===== src/rtl/counter_sequencer.sv =====
// ============================================================================
// counter_sequencer - run/stop FSM and count register for the up/down counter
// Optional COUNTER_SEQ_PAUSE_EN adds a pause input that freezes counting.
// Revision: 1.0
// ============================================================================
`default_nettype none

module counter_sequencer #(
  parameter int WIDTH = 8
) (
  input  logic             clk,
  input  logic             reset,
  input  logic             tick,
  input  logic             start,
  input  logic             stop,
`ifdef COUNTER_SEQ_PAUSE_EN
  input  logic             pause,
`endif
  input  logic [1:0]       mode,
  input  logic [WIDTH-1:0] lo_lim,
  input  logic [WIDTH-1:0] hi_lim,
  output logic [WIDTH-1:0] counts,
  output logic             dir,
  output logic             running,
  output logic             done
);

  localparam logic [1:0] S_IDLE = 2'd0;
  localparam logic [1:0] S_RUN  = 2'd1;
  localparam logic [1:0] S_DONE = 2'd2;

  localparam logic [1:0] M_UP      = 2'd0;
  localparam logic [1:0] M_DOWN    = 2'd1;
  localparam logic [1:0] M_BOUNCE  = 2'd2;
  localparam logic [1:0] M_ONESHOT = 2'd3;

  localparam logic [WIDTH-1:0] ONE = {{(WIDTH-1){1'b0}}, 1'b1};

  logic [1:0]       state_q,  state_d;
  logic [1:0]       mode_q,   mode_d;
  logic [WIDTH-1:0] lo_q,     lo_d;
  logic [WIDTH-1:0] hi_q,     hi_d;
  logic [WIDTH-1:0] counts_q, counts_d;
  logic             dir_q,    dir_d;
  logic             count_en;

`ifdef COUNTER_SEQ_PAUSE_EN
  assign count_en = tick & ~pause;
`else
  assign count_en = tick;
`endif

  always_ff @(posedge clk or negedge reset) begin
    if (!reset) begin
      state_q  <= S_IDLE;
      mode_q   <= M_UP;
      lo_q     <= '0;
      hi_q     <= '0;
      counts_q <= '0;
      dir_q    <= 1'b1;
    end else begin
      state_q  <= state_d;
      mode_q   <= mode_d;
      lo_q     <= lo_d;
      hi_q     <= hi_d;
      counts_q <= counts_d;
      dir_q    <= dir_d;
    end
  end

  always_comb begin
    state_d  = state_q;
    mode_d   = mode_q;
    lo_d     = lo_q;
    hi_d     = hi_q;
    counts_d = counts_q;
    dir_d    = dir_q;

    // stop takes priority over everything, including a same-cycle start
    if (stop) begin
      state_d = S_IDLE;
    end else begin
      case (state_q)
        S_IDLE, S_DONE: begin
          if (start && (lo_lim <= hi_lim)) begin
            state_d  = S_RUN;
            mode_d   = mode;
            lo_d     = lo_lim;
            hi_d     = hi_lim;
            counts_d = (mode == M_DOWN) ? hi_lim : lo_lim;
            dir_d    = (mode != M_DOWN);
          end
        end
        S_RUN: begin
          if (count_en) begin
            case (mode_q)
              M_UP:    counts_d = (counts_q == hi_q) ? lo_q : counts_q + ONE;
              M_DOWN:  counts_d = (counts_q == lo_q) ? hi_q : counts_q - ONE;
              M_BOUNCE: begin
                // a degenerate range has nowhere to move, so it simply holds
                if (lo_q != hi_q) begin
                  if (dir_q && (counts_q == hi_q)) begin
                    dir_d    = 1'b0;
                    counts_d = hi_q - ONE;
                  end else if (!dir_q && (counts_q == lo_q)) begin
                    dir_d    = 1'b1;
                    counts_d = lo_q + ONE;
                  end else begin
                    counts_d = dir_q ? counts_q + ONE : counts_q - ONE;
                  end
                end
              end
              M_ONESHOT: begin
                if (counts_q == hi_q) begin
                  state_d = S_DONE;
                end else begin
                  counts_d = counts_q + ONE;
                end
              end
              default: counts_d = counts_q;
            endcase
          end
        end
        default: state_d = S_IDLE;
      endcase
    end
  end

  always_comb begin
    counts  = counts_q;
    dir     = dir_q;
    running = (state_q == S_RUN);
    done    = (state_q == S_DONE);
  end

endmodule

`default_nettype wire

===== config.mk =====
export PLATFORM = sky130hd
export DESIGN_NAME = counter_sequencer
export DESIGN_NICKNAME = d
export VERILOG_FILES = /design/src/rtl/counter_sequencer.sv
export SDC_FILE = /design/constraint.sdc
export NUM_CORES = 1
export LEC_CHECK = 0
export CORE_UTILIZATION = 45
export CTS_CLUSTER_SIZE = 25
export DETAILED_ROUTE_END_ITERATION = 16
export PLACE_DENSITY = 0.66
export SYNTH_ARGS = -nofsm -noshare
export SYNTH_HDL_FRONTEND = slang
export SYNTH_SLANG_ARGS = --single-unit

===== constraint.sdc =====
create_clock -name clk -period 2.7 [get_ports clk]
set_clock_uncertainty 0.2 [all_clocks]
set_input_delay 0.27 -clock clk [delete_from_list [all_inputs] [get_ports clk]]
set_output_delay 0.27 -clock clk [all_outputs]
set_load 0.05 [all_outputs]

; ---- After elaboration in Yosys (flattened, before gate mapping)
; Index checks and enable logic that the tools add are counted.
[totals]
inputBits = 23
memories = 0
ramBits = 0
elab_cells = 70
output_inout_bits = 11
latch_bits = 0
romBits = 0
reg_bits = 29
[classes]
reduce_logical = 12
n_eq_ne = 21
add_sub_neg = 4
n_lt_le_gt_ge = 1
bitwise_logic = 1
div = 0
multipliers = 0
n_mux = 25
shift = 0
[op_table]
columns = cell, count
row1 = 8-bit two-way mux, 10
row2 = 8-bit case mux with 4 select lines, 1
row3 = "8-bit by 1-bit adder with 8-bit output, second input constant", 2
row4 = 8-bit == test, 2
row5 = 8-bit case mux with 2 select lines, 1
row6 = "8-bit by 1-bit subtractor with 8-bit output, second input constant", 2
row7 = "3-bit != test, second input constant", 4
row8 = 2-bit two-way mux, 5
row9 = 8-bit <= comparator, 1
row10 = 8-bit != test, 1
row11 = 7-bit AND reduction, 1
row12 = "2-bit by 1-bit == test with 1-bit output, second input constant", 3
row13 = "2-bit == test, second input constant", 3
row14 = 1-bit two-way mux, 6
row15 = "2-bit by 1-bit != test with 1-bit output, second input constant", 3
row16 = "3-bit by 2-bit != test with 1-bit output, second input constant", 2
row17 = 6-bit AND reduction, 1
row18 = 2-bit zero test, 2
row19 = "2-bit != test, second input constant", 2
row20 = 2-bit case mux with 2 select lines, 1
row21 = 4-bit AND reduction, 1
row22 = 1-bit logical AND, 3
row23 = "3-bit by 1-bit != test with 1-bit output, second input constant", 1
row24 = 3-bit AND reduction, 1
row25 = other kinds (5), 5

; ---- Depth between registers and ports, before layout
; Gate-level depths: netlist (run 1).
[depth]
ltp_word = 8
depth_mapped = 9
mapped_depth_nobuf = 8

; ---- Worst setup path after synthesis (run 1)
; Ideal clock, no wire load.
[synth_timing]
kind = register -> register
from = register counts_q[4] (netlist: counts[4])
to = register counts_q[0] (netlist: counts[0])
period_less_slack_ns = 2.629
stages_incl_launch_ff = 8
slack_ns = 0.071
required_ns = 2.375
path_buffers = 1
arrival_ns = 2.304
setup_ns = 0.125
cell_sequence = dfrtp_1 > buf_2 > xnor2_1 > nand4_1 > nor4_1 > o21ai_1 > nand2_2 > mux2_2
[synth_via]
elab_chain_len = 8
elab_cells_between_ends = 14
classes_between = eq/ne (3) / mux (8) / reduce/logical (3)
[synth_rtl]
columns = item, line_no
row1 = start: declaration, 43  ; logic [WIDTH-1:0] counts_q, counts_d;
row2 = start signal: assignment, 66  ; counts_q <= counts_d;
row3 = 8-bit == test, "98, 105"
row4 = 1-bit logical AND, 105  ; end else if (!dir_q && (counts_q == lo_q)) begin
row5 = 8-bit two-way mux, 105
row6 = 8-bit two-way mux, 102  ; if (dir_q && (counts_q == hi_q)) begin
row7 = 8-bit two-way mux, 101  ; if (lo_q != hi_q) begin
row8 = 8-bit case mux with 4 select lines, 96  ; case (mode_q)
row9 = 8-bit two-way mux, 95  ; if (count_en) begin
row10 = 8-bit case mux with 2 select lines, 83  ; case (state_q)
; Several ways; a longest one is shown, not always the timed one. The select of a mux whose other input is x is not followed.
; A chain may end at the register's enable or synchronous reset.

; ---- Final worst setup path (run 1)
[layout_timing]
from = input port hi_lim[7]
to = register hi_q[0]
[layout_via]
elab_chain_len = 3
[layout_rtl]
columns = item, line_no
row1 = start: declaration, 21  ; input logic [WIDTH-1:0] hi_lim,
row2 = 8-bit <= comparator, 85  ; if (start && (lo_lim <= hi_lim)) begin
row3 = 1-bit logical AND, 85
row4 = 3-bit AND reduction (no line), -
row5 = end signal: assignment, 65  ; hi_q <= hi_d;
row6 = end: declaration, 42  ; logic [WIDTH-1:0] hi_q, hi_d;
; No other way between the ends.

==> metrics, run 1 <==
status=complete, no violations; hold_buf cts=0; total nets after synthesis=411; Synth top cells by count=nand2_1 (32), o21ai_0 (30), dfrtp_1 (28); initial antenna violation count=0; Via Count=3,311; post-synthesis mux area share=4.53%; CORE AREA=6390 um2; pin count of the biggest net entering global routing=30; leakage=0.00164 uW; relative max-transition margin=62.6%; post-synth top area share=23.5%; Final min period=2580 ps; pre-CTS WS=-333 ps; CTS tree=built; simple-gate share of the synthesized area=21.5%; Post-Route WL=11.1 mm; WL/cell=20.6 um; synthesis warning total=0; Worst Hold Margin=191 ps; first-pass GRT wire length=18.0 mm; Die X=83.5 um; asr flop ratio synth=100%; post-synthesis sequential area ratio=24.4%; clk_lat worst skew=280 ps; Least-Margin Pin Slew=560 ps; Adder-Cell Fraction of Synth Area=5.03%; drt drc=0; complex-gate fraction of the synthesized area=24.8%; First-pass DRT Iterations=5; crit end category=flip-flop; CTS root buffer=clkbuf_8; TritonCTS buffer count=5; n_diodes=0; Distinct cells, synth=59; Post-Synth XOR/XNOR Area=11.7%; die height=83.5 um; post-route ant nets=0; Fin. Hold Viols=0; vias in the first global route=3,408; share of cells above drive strength 1=25.1%; Arrival @ worst endpoint=2550 ps; class of the worst hold path=in2async; Final Cell Area=4000 um2; worst setup path class=in2reg; area leader, netlist=dfrtp_1; Worst Path Required=2660 ps; FF+latch area=732 um2; CP max FO=12; synthesized cell area=2990 um2; largest family of logic cells by synthesized area=compound AO/OA/AOI/OAI gates; initial core utilization=46.7%; clk buf depth=2; area of the multi-input gates=2060 um2; Net count, final=497; fill count=605; Max Cap Viol=0; EDFF count, synth=0; Pwr per Cell Area=954 nW/um2; crit path setup slack, layout=116 ps; vias per cell=6.14; Max IR drop VDD=0.608 mV; site row count=29; Gate Count Post-Synth=376; port bufs=33; Pins Over Slew Limit=0; Overflow after GRT=0; post-synthesis register bit count=29; num ports=34; Placer Congestion=1.01; Main synth FF type=dfrtp_1; leading post-synthesis cells by cell area=dfrtp_1 (23%), xnor2_1 (7.9%), ha_1 (5.0%); fmax=387 MHz; die area=6960 um2; final setup violation count=0; Syn Area/Cell=7.94 um2; Post-DP Area=3840 um2; Reg clk slew, reported paths=60 ps; top-count cell post-synth=nand2_1; startpoint class of the critical path=input pin; Clock Sinks=29; Total GRT Usage=33.5%; Detailed Route Iter0 Violations=321; final worst path period share=95.7%; Area Growth Syn to Fin=34.1%; H-tree levels=2; post-DP HPWL=8.88 mm; Power, Total=3820 uW
## where the power goes
group          switching (uW)  total (uW)  internal (uW)
Combinational            1400        2550           1150
Sequential                325         906            581
Clock                     160         362            202
Total                    1890        3820           1930
## metrics by stage
stage | cells | utilization [%] | TNS, ps
floorplan | 376 | - | 0
global placement | 528 | 60.1 | -3240
detailed placement | 528 | 60.1 | -5780
CTS | 535 | 61.6 | 0
global route | 539 | 62.7 | -4.27
finish | 539 | 62.7 | 0
## flip-flops by register name, summed over array words and instances, names as in the netlist
signal	cells
lo_q	8
counts	8
mode_q	2
state_q	2
dir	1
hi_q	8
## placed cells by master (no fill, tap or decap), types with 9 or more instances in the layout
cell,count
nand4_1,16
buf_4,80
nor2_1,11
xnor2_1,25
nand2_1,32
inv_1,19
o211ai_1,11
o21ai_0,30
clkdlybuf4s50_1,33
dfrtp_1,24
a211oi_1,9
mux2_2,12
nor3_1,12
nand3_1,16
a21oi_1,12
ha_1,12
xor2_1,13
## logic make-up (layout without fill, tap and decap cells)
kind of cell    Yosys count  count (layout)
fa+ha+maj                12              12
flops                    29              29
mux                      12              12
compound gates          109             109
buf+inv                  55             141
xor+xnor                 40              40
simple gates            119             119
## critical path, cell delays in order
cell	delay (ps)
clkdlybuf4s50_1	460
inv_1	70
ha_1	300
nand4_1	170
a211oi_1	280
a211oi_1	140
o21ai_4	450
mux2_2	400
## final timing paths
check | from | end | slack, ps | cells after the start
setup / recovery | hi_lim[7] | hi_q[0] | 120 | 8
hold / removal | reset | counts[7] | 190 | 2
setup reg to reg | hi_q[5] | counts[7] | 120 | 8
hold reg to reg | dir | dir | 420 | 2
max in group asynchronous | reset | dir | 1790 | 2
min in group clk | stop | state_q[1] | 410 | 2
## routing by layer
metal  routed length, um  track usage (%)  share of wire [%]
met4                 482             17.3                4.3
met5                   0                0                  0
met2                5240             56.0                 47
met3                 705             5.04                6.4
met1                4650             42.0                 42
## what timing repair did
action / CTS / global route
gates resized for setup: 1 / 10
gates cloned: 0 / 0
setup endpoints to repair: 10 / 8
pin swaps: 0 / 3
setup buffers: 0 / 4
## final cells by class
| type | instances | area share [%] |
|---|---|---|
| multi-input cells | 292 | 51.5 |
| repair buffers | 114 | 23.8 |
| flip-flops and latches | 29 | 18.3 |
| well taps | 77 | 2.41 |
| clock buffers | 7 | 2.16 |
| inverters | 20 | 1.88 |
(Power assumes the default switching activity.)
==> run 2, diff against run 1 <==
--- a/config.mk
+++ b/config.mk
@@ -5,10 +5,10 @@
 export SDC_FILE = /design/constraint.sdc
 export NUM_CORES = 1
 export LEC_CHECK = 0
-export CORE_UTILIZATION = 45
+export CORE_UTILIZATION = 57
 export CTS_CLUSTER_SIZE = 25
 export DETAILED_ROUTE_END_ITERATION = 16
-export PLACE_DENSITY = 0.66
+export PLACE_DENSITY = 0.81
 export SYNTH_ARGS = -nofsm -noshare
 export SYNTH_HDL_FRONTEND = slang
 export SYNTH_SLANG_ARGS = --single-unit
==> metrics, run 2 (same netlist as run 1, synthesis figures left out) <==
sequential share of power=24.0% (was 23.7%); final core occ=76.3% (was 62.7%); Clk pwr share=12.7% (was 9.5%); Die X=74.4 um (was 83.5 um); CTS tree=built (unchanged); most frequent cells in the layout=buf_4 (45), clkdlybuf4s50_1 (33), nand2_1 (32) (was buf_4 (80), clkdlybuf4s50_1 (33), nand2_1 (32)); cell internal pwr=1830 uW (was 1930 uW); post-route ant nets=0 (unchanged); Clock Sinks=29 (unchanged); hold_buf cts=0 (unchanged); non-filler instance count after layout=495 (was 539); Final min period=2600 ps (was 2580 ps); Max IR drop VDD=0.604 mV (was 0.608 mV); vias per cell=6.59 (was 6.14); leakage=0.00148 uW (was 0.00164 uW); pin count of the biggest net entering global routing=30 (unchanged); port bufs=33 (unchanged); clk_lat worst skew=280 ps (about the same); Detailed Route Iter0 Violations=474 (was 321); vias in the first global route=3,034 (was 3,408); Area Growth Syn to Fin=24.7% (was 34.1%); Worst path max stage delay=550 ps (was 460 ps); Arrival @ worst endpoint=2580 ps (was 2550 ps); class of the worst hold path=in2async (unchanged); Least-Margin Pin Slew=606 ps (was 560 ps); die area=5530 um2 (was 6960 um2); Total GRT Usage=40.7% (was 33.5%); fmax=385 MHz (was 387 MHz); Power, Total=3660 uW (was 3820 uW); n_diodes=0 (unchanged); CP max FO=6 (was 12); post-DP HPWL=8.24 mm (was 8.88 mm); CORE AREA=4880 um2 (was 6390 um2); Worst Hold Margin=182 ps (was 191 ps); First-pass DRT Iterations=5 (unchanged); CTS root buffer=clkbuf_8 (unchanged); Pwr per Cell Area=983 nW/um2 (was 954 nW/um2); Fin. Hold Viols=0 (unchanged); startpoint class of the critical path=flip-flop (was input pin); WL/cell=21.2 um (was 20.6 um); Overflow after GRT=0 (unchanged); Via Count=3,263 (was 3,311); fill count=366 (was 605); H-tree levels=2 (unchanged); Placer Congestion=1.03 (was 1.01); clk buf depth=2 (unchanged); relative max-transition margin=59.6% (was 62.6%); TritonCTS buffer count=5 (unchanged); num ports=34 (unchanged); Max Cap Viol=0 (unchanged); worst-path cell chain=or4_4 > o41ai_1 > a2111oi_1 > a211oi_1 > o2111a_1 > o2bb2ai_1 (was clkdlybuf4s50_1 > inv_1 > ha_1 > nand4_1 > a211oi_1 > a211oi_1 > o21ai_4 > mux2_2); final setup violation count=0 (unchanged); final worst path period share=96.3% (was 95.7%); Reg clk slew, reported paths=70 ps (was 60 ps); share of cells above drive strength 1=17.8% (was 25.1%); initial antenna violation count=0 (unchanged); initial core utilization=61.2% (was 46.7%); commonest non-fill, non-tap cell in the layout=buf_4 (unchanged); Pins Over Slew Limit=0 (unchanged); Post-Route WL=10.5 mm (was 11.1 mm); crit end category=flip-flop (unchanged); site row count=25 (was 29); status=complete, no violations (unchanged); CP max stage cell=or4_4 (was clkdlybuf4s50_1); Net count, final=462 (was 497); combinational share of power=63.4% (was 66.8%); switching share of power=50.1% (was 49.4%); Net Sw Power=1830 uW (was 1890 uW); first-pass GRT wire length=16.3 mm (was 18.0 mm); die height=74.4 um (was 83.5 um); Worst Path Required=2670 ps (was 2660 ps); worst setup path class=reg2reg (was in2reg); drt drc=0 (unchanged); Cell Count Post-Placement=486 (was 528)
-- run 2: timing repair --
action | CTS | global route
setup buffers | 0 | 1
gates resized for setup | 1 | 4
pin swaps | 0 | 1
endpoints found under the setup margin | 1 | 6
-- run 2: metrics by stage --
| step | area [um2] | setup TNS (ps) | setup WS (ps) |
|---|---|---|---|
| floorplan | 2990 | 0 | 71.3 |
| global placement | 3580 | 0 | 18.3 |
| global route | 3720 | -12.4 | -12.4 |
| finish | 3720 | 0 | 99.3 |
| detailed placement | 3580 | -881 | -90.2 |
| CTS | 3710 | 0 | 90.0 |
-- run 2: worst max-delay path, delay by kind of cell, from the launching register on --
family	cells	cell delay, ps
compound gates	5	1260
flops	1	500
simple gates	1	550
-- run 2: worst paths after layout --
path / start / to / slack [ps] / cells after the start
max in group asynchronous: reset / dir / 1800 / 2
min in group clk: dir / dir / 420 / 2
max: hi_q[3] / counts[7] / 100 / 6
min reg2reg: dir / dir / 420 / 2
min: reset / hi_q[1] / 180 / 2
max reg2reg: hi_q[3] / counts[7] / 100 / 6
-- run 2: metal layers --
layer	part of all wire [%]	vias up	track usage, %
li1	-	1489	-
met3	9.0	58	6.50
met1	39	1500	52.0
met4	5.9	0	22.4
met5	0	-	0
met2	46	216	65.9
-- run 2: power by group through the flow --
stage | combinational (uW) | clock (uW) | sequential [uW]
after floorplan | 1440 | 0 | 860
after global placement | 2190 | 0 | 860
after detailed placement | 2230 | 0 | 868
after CTS | 2250 | 467 | 860
after global routing | 2470 | 481 | 886
final | 2320 | 463 | 877
-- run 2: layout make-up --
class	instances	area, um2	share of cell area [%]
well taps	67	83.8	2.25
clock inverters	1	30.0	0.807
clock buffers	7	86.3	2.32
inverters	20	75.1	2.02
multi-input cells	292	2030	54.5
flip-flops and latches	29	729	19.6
repair buffers	79	688	18.5
==> run 3, diff against run 2 <==
==> constraint.sdc (replaced) <==
create_clock -name clk -period 2.7 [get_ports clk]
set_clock_uncertainty 0.2 [all_clocks]
set_input_delay 0.27 -clock clk [delete_from_list [all_inputs] [get_ports clk]]
set_output_delay 0.27 -clock clk [all_outputs]
set_load 0.02 [all_outputs]
==> metrics, run 3 (same netlist as run 1, synthesis figures left out) <==
drt drc=0 (unchanged); crit-path leading delay family=simple AND/OR/NAND/NOR gates (was compound AO/OA/AOI/OAI gates); leakage=0.00152 uW (was 0.00148 uW); CTS tree=built (unchanged); Pwr per Cell Area=901 nW/um2 (was 983 nW/um2); Worst Hold Margin=177 ps (was 182 ps); Final Cell Area=3790 um2 (was 3720 um2); Net count, final=471 (was 462); TritonCTS buffer count=5 (unchanged); post-route ant nets=0 (unchanged); Area Growth Syn to Fin=26.9% (was 24.7%); Reg clk slew, reported paths=60 ps (was 70 ps); worst setup path class=in2reg (was reg2reg); clk buf depth=2 (unchanged); worst-path cell chain=clkdlybuf4s50_1 > inv_1 > ha_1 > nand4_1 > buf_4 > nor3_2 > a22oi_1 > nand2_1 > nand2_2 > mux2_2 (was or4_4 > o41ai_1 > a2111oi_1 > a211oi_1 > o2111a_1 > o2bb2ai_1); Pins Over Slew Limit=0 (unchanged); relative max-transition margin=55.7% (was 59.6%); num ports=34 (unchanged); status=complete, no violations (unchanged); site row count=25 (unchanged); vias in the first global route=3,241 (was 3,034); WL/cell=21.8 um (was 21.2 um); startpoint class of the critical path=input pin (was flip-flop); Max Cap Viol=0 (unchanged); Post-DP Area=3650 um2 (was 3580 um2); CORE AREA=4880 um2 (unchanged); CP Buf/Inv Count=3 (was 0); pin count of the biggest net entering global routing=30 (unchanged); Cell Count Post-Placement=495 (was 486); final core occ=77.6% (was 76.3%); worst r2r src=counts[0] (was hi_q[3]); non-filler instance count after layout=503 (was 495); CP max FO=6 (unchanged); Least-Margin Pin Slew=665 ps (was 606 ps); final setup violation count=0 (unchanged); most frequent cells in the layout=buf_4 (53), clkdlybuf4s50_1 (33), nand2_1 (32) (was buf_4 (45), clkdlybuf4s50_1 (33), nand2_1 (32)); die area=5530 um2 (unchanged); die height=74.4 um (unchanged); CP max stage cell=clkdlybuf4s50_1 (was or4_4); First-pass DRT Iterations=7 (was 5); CP Launch Point=hi_lim[5] (was hi_q[3]); Clock Sinks=29 (unchanged); RSZ-0062 raised after global routing=no; Overflow after GRT=0 (unchanged); Fin. Hold Viols=0 (unchanged); clk_lat worst skew=280 ps (about the same); n_diodes=0 (unchanged); Worst Path Required=2670 ps (about the same); post-DP HPWL=8.40 mm (was 8.24 mm); crit end category=flip-flop (unchanged); initial antenna violation count=0 (unchanged); Placer Congestion=0.976 (was 1.03); class of the worst hold path=in2async (unchanged); Arrival @ worst endpoint=2540 ps (was 2580 ps); share of cells above drive strength 1=19.3% (was 17.8%); vias per cell=6.75 (was 6.59); Total GRT Usage=41.8% (was 40.7%); CTS root buffer=clkbuf_8 (unchanged); final worst path period share=95.3% (was 96.3%); hold_buf cts=0 (unchanged); Detailed Route Iter0 Violations=407 (was 474); fmax=389 MHz (was 385 MHz); H-tree levels=2 (unchanged); Via Count=3,396 (was 3,263); first-pass GRT wire length=16.7 mm (was 16.3 mm); Worst path max stage delay=480 ps (was 550 ps); port bufs=33 (unchanged); Post-Route WL=11.0 mm (was 10.5 mm); Final min period=2570 ps (was 2600 ps); initial core utilization=61.2% (unchanged); Power, Total=3410 uW (was 3660 uW); Max IR drop VDD=0.552 mV (was 0.604 mV); Die X=74.4 um (unchanged); commonest non-fill, non-tap cell in the layout=buf_4 (unchanged)
[run 3: cell count changes in the layout (fill, tap and decap cells not counted), sizes merged]
cell and change:
buf +9, bufinv -1
[run 3: worst paths after layout]
check | to | slack, ps | cells past startpoint
setup / recovery | counts[1] | 130 | 10
hold / removal | lo_q[5] | 180 | 2
setup reg to reg | counts[4] | 140 | 8
hold reg to reg | dir | 430 | 2
max in group asynchronous | dir | 1810 | 2
min in group clk | state_q[1] | 420 | 2
[run 3: what timing repair did]
item / 4_1_cts / 5_1_grt
gates resized for setup: 1 / 4
pin swaps: 0 / 1
setup endpoints to repair: 10 / 27
endpoints found under the hold margin: 0 / 0
buffers inserted: 0 / 1
[run 3: cell type report]
class	instances	area (um2)
Fill cell	356	1090
Clock buffer	7	86.3
Tap cell	67	83.8
Multi-Input combinational cell	292	2050
Inverter	20	75.1
Sequential cell	29	727
Timing Repair Buffer	88	768
[run 3: per-layer routing]
metal	up-vias	wire, um	global-route usage, %
li1	1505	-	-
met1	1569	4040	50.2
met2	239	5110	69.2
met3	83	965	7.32
met4	0	857	26.4
met5	-	0	0
[run 3: where the power goes]
part / switching, uW / total (uW) / internal [uW]
Combinational: 1210 / 2160 / 951
Clock: 163 / 364 / 202
Sequential: 312 / 888 / 576
Total: 1690 / 3410 / 1730
[run 3: metrics by stage]
stage	setup slack, ps	setup TNS (ps)
2_1_floorplan	276	0
3_3_place_gp	-177	-2300
3_5_place_dp	-290	-5340
4_1_cts	34.8	0
5_1_grt	0.687	0
6_report	127	0
[run 3: worst reg2reg max path: cells and delay by family (launching register included)]
family	cells	cell delay [ps]
adders and majority gates	1	280
and+or+nand+nor	2	280
xor gates and xnor gates	1	370
buffers and inverters	1	200
DFF	1	550
AOI/OAI and AO/OA	3	600
